File: src/rtl/serial_add_ctrl_if.sv
// Operand/result bundle for the bit-serial adder controller.
// The master side supplies operands and start; the slave side returns status and result.
interface serial_add_ctrl_if #(parameter int N = 8);
  logic         start;
  logic [N-1:0] a;
  logic [N-1:0] b;
  logic         cin;
  logic         busy;
  logic         done;
  logic [N-1:0] sum;
  logic         cout;

  modport master (output start, a, b, cin, input busy, done, sum, cout);
  modport slave  (input start, a, b, cin, output busy, done, sum, cout);
endinterface

File: src/rtl/serial_add_ctrl.sv
// Bit-serial N-bit adder: one full-adder cell is reused LSB first, one bit per clock.
// The result and carry-out are registered and held until the next operation completes.
module serial_add_ctrl #(
  parameter int N = 8
) (
  input logic             clk,
  input logic             rst,
  serial_add_ctrl_if.slave bus
);
  localparam int CW = (N > 1) ? $clog2(N) : 1;

  typedef enum logic [1:0] {IDLE, RUN, DONE} state_t;

  state_t        state;
  logic [N-1:0]  ra;
  logic [N-1:0]  rb;
  logic [N-1:0]  rs;
  logic [N-1:0]  next_rs;
  logic [N-1:0]  sum_q;
  logic [CW-1:0] count;
  logic          carry;
  logic          cout_q;
  logic          busy_q;
  logic          done_q;
  logic          cell_sum;
  logic          cell_carry;
  logic          last_bit;

  // Cell sum enters at the MSB, so after N shifts bit 0 of the result sits at rs[0].
  always_comb begin
    cell_sum   = ra[0] ^ rb[0] ^ carry;
    cell_carry = (ra[0] & rb[0]) | (ra[0] & carry) | (rb[0] & carry);
    next_rs    = (rs >> 1) | (N'(cell_sum) << (N - 1));
    last_bit   = (count == CW'(N - 1));
  end

  always_ff @(posedge clk) begin
    if (rst) begin
      state  <= IDLE;
      ra     <= '0;
      rb     <= '0;
      rs     <= '0;
      sum_q  <= '0;
      count  <= '0;
      carry  <= 1'b0;
      cout_q <= 1'b0;
      busy_q <= 1'b0;
      done_q <= 1'b0;
    end else begin
      case (state)
        IDLE: begin
          done_q <= 1'b0;
          if (bus.start) begin
            ra     <= bus.a;
            rb     <= bus.b;
            carry  <= bus.cin;
            rs     <= '0;
            count  <= '0;
            busy_q <= 1'b1;
            state  <= RUN;
          end
        end
        RUN: begin
          ra    <= ra >> 1;
          rb    <= rb >> 1;
          rs    <= next_rs;
          carry <= cell_carry;
          // count stops at N-1 rather than wrapping when N is a power of two
          if (last_bit) begin
            sum_q  <= next_rs;
            cout_q <= cell_carry;
            done_q <= 1'b1;
            state  <= DONE;
          end else begin
            count <= count + CW'(1);
          end
        end
        DONE: begin
          done_q <= 1'b0;
          busy_q <= 1'b0;
          state  <= IDLE;
        end
        default: state <= IDLE;
      endcase
    end
  end

  assign bus.busy = busy_q;
  assign bus.done = done_q;
  assign bus.sum  = sum_q;
  assign bus.cout = cout_q;
endmodule

File: src/flat_wrapper.sv
// flat-port wrapper written by rule: the top's interface ports become plain ports
module serial_add_ctrl_flat 
#(
  parameter int N = 8
)
  (clk, rst, bus_start, bus_a, bus_b, bus_cin, bus_busy, bus_done, bus_sum, bus_cout);
  serial_add_ctrl_if #(.N(N)) bus_i ();
  input logic clk;
  input logic rst;
  input wire logic [$bits(bus_i.start)-1:0] bus_start;
  input wire logic [$bits(bus_i.a)-1:0] bus_a;
  input wire logic [$bits(bus_i.b)-1:0] bus_b;
  input wire logic [$bits(bus_i.cin)-1:0] bus_cin;
  output wire logic [$bits(bus_i.busy)-1:0] bus_busy;
  output wire logic [$bits(bus_i.done)-1:0] bus_done;
  output wire logic [$bits(bus_i.sum)-1:0] bus_sum;
  output wire logic [$bits(bus_i.cout)-1:0] bus_cout;
  assign bus_i.start = bus_start;
  assign bus_i.a = bus_a;
  assign bus_i.b = bus_b;
  assign bus_i.cin = bus_cin;
  assign bus_busy = bus_i.busy;
  assign bus_done = bus_i.done;
  assign bus_sum = bus_i.sum;
  assign bus_cout = bus_i.cout;
  serial_add_ctrl #(.N(N)) u_core (.clk(clk), .rst(rst), .bus(bus_i));
endmodule
File: config.mk
export PLATFORM = sky130hd
export DESIGN_NAME = serial_add_ctrl_flat
export DESIGN_NICKNAME = d
export VERILOG_FILES = /design/src/rtl/serial_add_ctrl_if.sv /design/src/rtl/serial_add_ctrl.sv /design/src/flat_wrapper.sv
export SDC_FILE = /design/constraint.sdc
export NUM_CORES = 1
export LEC_CHECK = 0
export ABC_AREA = 1
export CAP_MARGIN = 10
export CORE_ASPECT_RATIO = 0.8
export CORE_MARGIN = 2
export CORE_UTILIZATION = 30
export DETAILED_ROUTE_END_ITERATION = 10
export GPL_TIMING_DRIVEN = 0
export PLACE_DENSITY = 0.48
export SYNTH_ARGS = -nofsm -noshare
export SYNTH_HDL_FRONTEND = slang
export SYNTH_SLANG_ARGS = --single-unit
File: constraint.sdc
create_clock -name clk -period 2.5 [get_ports clk]
set_input_delay 0.375 -clock clk [delete_from_list [all_inputs] [get_ports clk]]
set_output_delay 0.375 -clock clk [all_outputs]
set_load 0.01 [all_outputs]
## Word-level counts from Yosys, hierarchy flattened

Cells that the tools add are included.
Widths: inputs -> output; s select.

| storage, ports and cells | value |
|---|---|
| flip-flop bits (word level) | 41 |
| input port bits | 20 |

| cells by class | value |
|---|---|
| add/subtract/negate cells | 1 |
| eq/ne operators | 6 |
| muxes and demuxes | 18 |
| bitwise operators | 8 |
| reductions and logical operators | 11 |

Operators by type and width:

| operator | number |
|---|---|
| $pmux 8 s2 | 3 |
| $mux 8 | 3 |
| $reduce_and 2->1 | 5 |
| $or 7x8->8 | 1 |
| $mux 3 | 2 |
| $pmux 1 s2 | 3 |
| $pmux 3 s2 | 1 |
| $reduce_bool 2->1 | 3 |
| $mux 2 | 2 |
| $ne 2x2->1 const B | 2 |
| $pmux 2 s2 | 1 |
| $add 3x1->3 const B | 1 |
| $and 1x1->1 | 3 |
| $eq 3x3->1 const B | 1 |
| $mux 1 | 3 |
| $reduce_and 3->1 | 1 |
| $eq 2x1->1 const B | 1 |
| $eq 2x2->1 const B | 1 |
| $logic_not 2->1 | 1 |
| $ne 2x1->1 const B | 1 |
| $or 1x1->1 | 2 |
| $reduce_or 2->1 | 1 |
| $xor 1x1->1 | 2 |

## Logic depth before layout (Yosys ltp)

| depth | value |
|---|---|
| depth after elaboration | 4 |
| gate-level depth with buffers | 8 |

## Worst setup path after synthesis

Ideal clock, no wire load.

| path | value |
|---|---|
| path type | flip-flop to flip-flop |
| start point | register u_core.count[0] |
| end point | register u_core.sum_q[7], in the netlist u_core.bus.sum[7] |
| library setup time | 116 ps |
| data arrival time | 1225 ps |
| data required time | 2384 ps |
| path slack | 1159 ps |
| cell stages (with the launch flop) | 9 |
| buffers on the path | 1 |
| clock period less this slack | 1341 ps |
| cells stage by stage | dfxtp_1 -> ha_1 -> ha_1 -> nand2_1 -> nor2_2 -> inv_1 -> buf_2 -> nor2_1 -> nor2_1 |

| on the way | value |
|---|---|
| longest elaborated chain between the ends | 2 |

Ends and longest elaborated chain:

| item | line | RTL |
|---|---|---|
| from (decl) | serial_add_ctrl.sv:20 | `logic [CW-1:0] count;` |
| from (signal assigned) | serial_add_ctrl.sv:75 | `count <= count + CW'(1);` |
| $eq 3x3->1 | serial_add_ctrl.sv:34 | `last_bit = (count == CW'(N - 1));` |
| $reduce_and 2->1 (no source line) | -- |  |
| to (signal assigned) | serial_add_ctrl.sv:70 | `sum_q <= next_rs;` |
| to (decl) | serial_add_ctrl.sv:19 | `logic [N-1:0] sum_q;` |

Every way passes these cells.
A chain may end at the register's enable or synchronous reset.

## Final worst setup path

| path | value |
|---|---|
| start point | register u_core.count[0] |
| end point | register u_core.sum_q[2], in the netlist u_core.bus.sum[2] |

Same word-level chain as after synthesis.

==> results.toml <==
[die]
pin_count = 31
die_h_um = 71.6
start_util_pct = 31.3
core_um2 = 5470
fp-row-count = 24
die_x_um = 88.5
die_area_um2 = 6330

[critical_path]
slowest_delay_ns = 0.35
r2r_setup_slack_ns = 0.80
regToRegStartpoint = "u_core.count[0]"
cp_cell_sequence = "ha_1, ha_1, nand2_1, nor2_2, inv_1, buf_2, nor2_1, nor2_1"
required_ns = 2.69
crit_arrival_ns = 1.89
cp_slowest_cell = "nor2_2"
end_kind = "flop"
path_class = "reg2reg"
timing.rr.end = "u_core.bus.sum[2]"
cp_num_cells = 8
endpoint = "u_core.bus.sum[2]"
crit_fanout = 10
worstRegToRegCells = 8
critPathTopFamily = "simple AND/OR/NAND/NOR gates"
startpoint = "u_core.count[0]"
crit_buf_inv = 2
crit_path_start_kind = "flop"

[power_and_ir_drop]
intPower_w = 0.00102
ir_drop_mv = 0.233
clockPowerShare_pct = 39.1
power_w = 0.00136
power_density_nw_per_um2 = 616
p_seq_share_pct = 49.6
p_leak_nw = 0.980
p_switching_w = 0.000339
p_comb_share_pct = 11.3
sw_frac_of_total_pct = 24.9

[layout]
layout-drive-gt1-share_pct = 7.75
regArea_um2 = 801
nNetsFinal = 306
multi_input_area_um2 = 761
syn2layout_area_growth_pct = 29.2
antenna_cells = 0
n_fill_cell = 620

[logic_synthesis]
ys_top_cells_by_area = "dfxtp_1 (47%), nand3_1 (11%), nor2_1 (11%), nand2_1 (11%), inv_1 (5.3%)"
ys_types = 16
synth_area_um2 = 1710
yosysTopAreaCell = "dfxtp_1"
synth_cells = 247
yosysMostFrequentCell = "nor2_1"
synth_top_area_share_pct = 46.8
ys_seq_elements = 40
async_flop_share_pct = 0
synth_edf_count = 0
syn_avg_cell_area_um2 = 6.93
synth_ff_type = "dfxtp_1"
ys.warnings.count = 0
seq_area_frac_synth_pct = 46.8
synth.top_cells.by_count = "nor2_1 (52), nand2_1 (50), dfxtp_1 (40)"
synth_nets = 270

[clock_tree]
clock_path_buffers = 2
post_cts_resized = 0
insertion_delay_ns = 0.30
postCtsHoldBufs = 0
cts_root_buf = "clkbuf_8"
cts.clk_slew.worst_paths_ns = 0.08
htreeDepth = 2
cts_setup_buffers = 0
cts_buffers = 5
cts_tree = "done"
cts.sinks = 40

[place]
io_buffers = 29
place_hpwl_um = 2960
dp_slack_ns = 0.661
routabilityCongestion = 0.732

[drt]
wl_um = 4230
drt-vias-per-instance = 4.31
dr.pass1.iters = 4
antenna_left = 0
drc = 0
wire_per_inst_um = 11.7
dr.first_iter.drc_count = 83
route.vias.total = 1560

[global_route]
grt_pass1_wl_um = 7110
grt_pass1_vias = 1489
antenna_found_initial = 0
grt_start_max_net_pins = 14
track_usage_pct = 14.6
grt-ovfl-total = 0

[timing]
max-slew-margin-rel_pct = 66.8
fin_crit_sh_pct = 67.9
clock.fmax_ghz = 0.589
setup_tns_ns = 0
finalSetupViolCount = 0
tightest_slew_ns = 0.497
hold_violations = 0
worst_slack_ns = 0.802
skew_ns = 0.00781
maxSlewViolCount = 0
period_needed_ns = 1.70
rsz0062_at_grt = "false"

[run_status]
status = "complete, no violations"

[flow_run]
maxCapViolCount = 0

[hold_path]
hold_start = "u_core.bus.done"
min_path_type = "reg2reg"
==> power by group through the flow <==
| stage | Clock [W] | Sequential, W | Combinational (W) |
|---|---|---|---|
| finish | 0.000533 | 0.000675 | 0.000153 |
| floorplan | 0 | 0.000687 | 0.0000926 |
| detailed placement | 0 | 0.000690 | 0.000155 |
| CTS | 0.000550 | 0.000675 | 0.000155 |
| global placement | 0 | 0.000691 | 0.000155 |
| global route | 0.000576 | 0.000679 | 0.000175 |
==> layer usage <==
layer	up-vias	track usage [%]	share of wire, %
li1	844	-	-
met4	0	4.55	1.1
met5	-	0	0
met3	5	3.80	3.2
met1	691	22.3	56
met2	20	20.1	39
==> worst register-to-register path, stage by stage, from the launching register on <==
cell and delay, ns:
dfxtp_1 0.34, ha_1 0.15, ha_1 0.20, nand2_1 0.10, nor2_2 0.35, inv_1 0.10
buf_2 0.20, nor2_1 0.12, nor2_1 0.06
==> logic make-up (layout without fill, tap and decap cells) <==
group,after synthesis,count (layout),synth area share [%]
flip-flops,40,40,46.8
AND/OR/NAND/NOR,145,145,35.2
adder cells (fa/ha/maj),3,3,2.63
buffers and inverters,37,74,8.77
AO/OA/AOI/OAI,22,22,6.58
==> through the flow <==
step                      utilization (%)  instances  area [um^2]  hold WS [ns]
after floorplan                         -        247         1710         0.444
after global placement               38.4        354         2100         0.455
after detailed placement             38.4        354         2100         0.455
after CTS                            40.5        362         2210         0.468
after global routing                 40.5        362         2210         0.504
final                                40.5        362         2210         0.462
==> placed cells by master (no fill, tap or decap) <==
cell and instances:
nor2_1 52, nand2_1 50, dfxtp_1 40, nand3_1 39, clkdlybuf4s50_1 29, inv_1 24, a21oi_1 12, buf_2 9
o21ai_0 9, clkbuf_8 5, nand2_2 2, nor2_2 2, clkbuf_1 2, ha_1 2, inv_2 1, buf_1 1
a211oi_1 1, fa_1 1, bufinv_16 1, clkinv_2 1, clkinvlp_4 1
==> worst min-delay path by stage <==
stage	endpoint	slack, ns	cells after the start
detailed placement	u_core.bus.cout	0.46	2
CTS	u_core.bus.done	0.47	2
finish	u_core.bus.done	0.46	2
global route	u_core.bus.done	0.50	2
global placement	u_core.bus.done	0.46	2
floorplan	u_core.rs[6]	0.44	1
==> layout make-up <==
cell class | instances | area share [%]
inverters | 25 | 4.24
clock inverters | 3 | 1.92
plain buffers | 12 | 2.55
multi-input cells | 170 | 34.4
repair buffers | 29 | 13.1
clock buffers | 5 | 3.11
flip-flops and latches | 40 | 36.2
well taps | 78 | 4.41
==> sequential cells by signal, summed over array words and instances, names as in the netlist <==
name,count
u_core.count,3
u_core.carry,1
u_core.bus.done,1
u_core.bus.sum,8
u_core.bus.busy,1
u_core.ra,8
u_core.rb,8
u_core.state,2
u_core.rs,7
u_core.bus.cout,1
No activity file was read; power rests on OpenSTA's default activity.
==> patch, RTL diff (config.mk and constraints unchanged) <==
Encoding of `state_t`: now one-hot (3 bits for 3 states).
--- a/src/rtl/serial_add_ctrl.sv
+++ b/src/rtl/serial_add_ctrl.sv
@@ -9,7 +9,7 @@
 );
   localparam int CW = (N > 1) ? $clog2(N) : 1;
 
-  typedef enum logic [1:0] {IDLE, RUN, DONE} state_t;
+  typedef enum logic [2:0] {IDLE = 3'b001, RUN = 3'b010, DONE = 3'b100} state_t;
 
   state_t        state;
   logic [N-1:0]  ra;
Behaviour: no difference found for any inputs over 10 cycles, from zero or initial values and one cycle with rst high; not proved beyond that.
==> patch against the original RTL <==
- sequential cell count is 1 higher
- setup slack improved by 0.15 ns
- power is 15% higher
- synthesized area up 10%
- cell area is 9.1% higher
- routed wire length grew 9.7%
- global-route usage fell by 0.45 points
- combinational power is 81% higher
- critical path depth down 7
- clock power increased by 5.3%
==> patch: results (changes against the original RTL) <==
run_status:
  status: "complete, no violations"
synthesis:
  synthTopCellsByArea: "dfxtp_1, nand2_1, nand3_1, nor2_1, nand3b_1"
  yosys_warnings: 0  # unchanged
  ys_top_cells_by_count: "nand2_1, nor2_1, dfxtp_1"
  synth_cells: 264  # +6.9%
  async_flop_share: 0  # unchanged
  synth_nets: 287  # +6.3%
  synth-main-ff-cell: "dfxtp_1"
  yosysUniqueCellTypes: 22  # +6
  synth-seq-area-share: 0.434  # -0.0334
timing:
  max_slew_margin: 0.657  # -0.0111
  final.setup_skew_ns: 0.00669  # -0.00113 ns
pwr:
  vdd_drop_max_v: 0.000210  # -9.9%
  p_leak_nw: 1.08  # +10%
detailed_routing:
  viasPerCell: 4.51  # +4.7%
  drt_iter0_markers: 84  # +1.2%
  firstDrtPassIters: 4  # unchanged
  dr_total_vias: 1728  # +11%
  drt-total-wl_um: 4640  # +9.7%
worst_hold_path:
  min_from: "u_core.bus.busy$_SDFFE_PP0P_"
  min_path_type: "reg2reg"
  hold_end: "u_core.bus.busy$_SDFFE_PP0P_"
worst_setup_path:
  timing.rr.end: "u_core.bus.cout$_SDFFE_PP0P_"
  startpoint: "u_core.bus.sum[2]$_SDFFE_PP0P_"
  path_max_fanout: 2  # -8
  r2r_slack_ns: 1.05  # +0.25 ns
  crit_family: "buffers and inverters"
  worstRegToRegCells: 8  # unchanged
  cp.arrival_ns: 1.17  # -0.72 ns
  cpPeakStageDelay_ns: 0.54  # +0.19 ns
  slowest_stage: "clkdlybuf4s50_1"
  worstReg2RegStart: "u_core.count[0]$_SDFFE_PP0P_"
placed_design:
  dpl.hpwl_um: 3290  # +11%
  place_congestion: 0.727  # -0.68%
  dp.cells: 375  # +5.9%
  port_buffers: 30  # +3.4%
clocking:
  clock_latency_ns: 0.29
  post_cts_resized: 0  # unchanged
  cts_buffers: 5  # unchanged
  cts-root-buf: "clkbuf_8"
  htreeDepth: 2  # unchanged
  clk_pin_slew_ns: 0.08  # about the same
  cts_buffer_depth: 2  # unchanged
  cts_hold_buf: 0  # unchanged
  postCtsSetupBuffers: 0  # unchanged
global_routing:
  grt_max_degree: 14  # unchanged
  grt_pass1_wl_um: 7730  # +8.8%
  antenna_found_initial: 0  # unchanged
  grt_pass1_vias: 1604  # +7.7%
  grt_usage: 0.142  # -0.00453
final_layout:
  fin_nets: 324  # +5.9%
  fillers: 639  # +3.1%
  final_layout_size_suffix_gt1_frac: 0.0828  # +0.00532
## patch: area by class of cell
cell class / count / share of cell area
multi-input cells: 200 / 0.391
flip-flops and latches: 41 / 0.340
repair buffers: 30 / 0.125
well taps: 81 / 0.0420
plain buffers: 15 / 0.0394
clock buffers: 6 / 0.0343
clock inverters: 2 / 0.0156
inverters: 8 / 0.0125
## patch: how the worst max path moves through the flow
stage,end,cells after the start
after floorplan,u_core.count[1]$_SDFFE_PP0P_,7
after global placement,u_core.rs[7]$_SDFFE_PP0P_,5
after detailed placement,u_core.rs[7]$_SDFFE_PP0P_,5
after CTS,bus_sum[0],1
after global routing,u_core.bus.sum[5]$_SDFFE_PP0P_,8
final,bus_sum[2],1
## patch: cell families (layout without fill, tap and decap cells)
logic type | after synthesis | after routing | share of synthesized area
simple gates | 185 | 185 | 0.444
flops | 41 | 41 | 0.434
buf+inv | 23 | 61 | 0.0662
compound gates | 12 | 12 | 0.0318
fa+ha+maj | 3 | 3 | 0.0238
## patch: metrics by stage
step / setup WS, ns / cell area, um2 / hold WS [ns]
floorplan: 1.24 / 1890 / 0.441
global placement: 0.683 / 2290 / 0.455
detailed placement: 0.682 / 2290 / 0.458
CTS: 0.939 / 2410 / 0.477
global route: 0.897 / 2410 / 0.493
finish: 0.950 / 2410 / 0.472
## patch: power by group
group	internal, mW	leakage, nW	total [mW]	switching (mW)
Clock	0.325	0.0574	0.561	0.236
Combinational	0.120	0.686	0.277	0.157
Sequential	0.697	0.335	0.722	0.0243
## patch: metal layers
layer  up-vias  track usage  routed length [um]
li1        922            -                   -
met1       779        0.208                2470
met2        25        0.209                1960
met3         2       0.0350                 176
met4         0       0.0392                  35
met5         -            0                   0
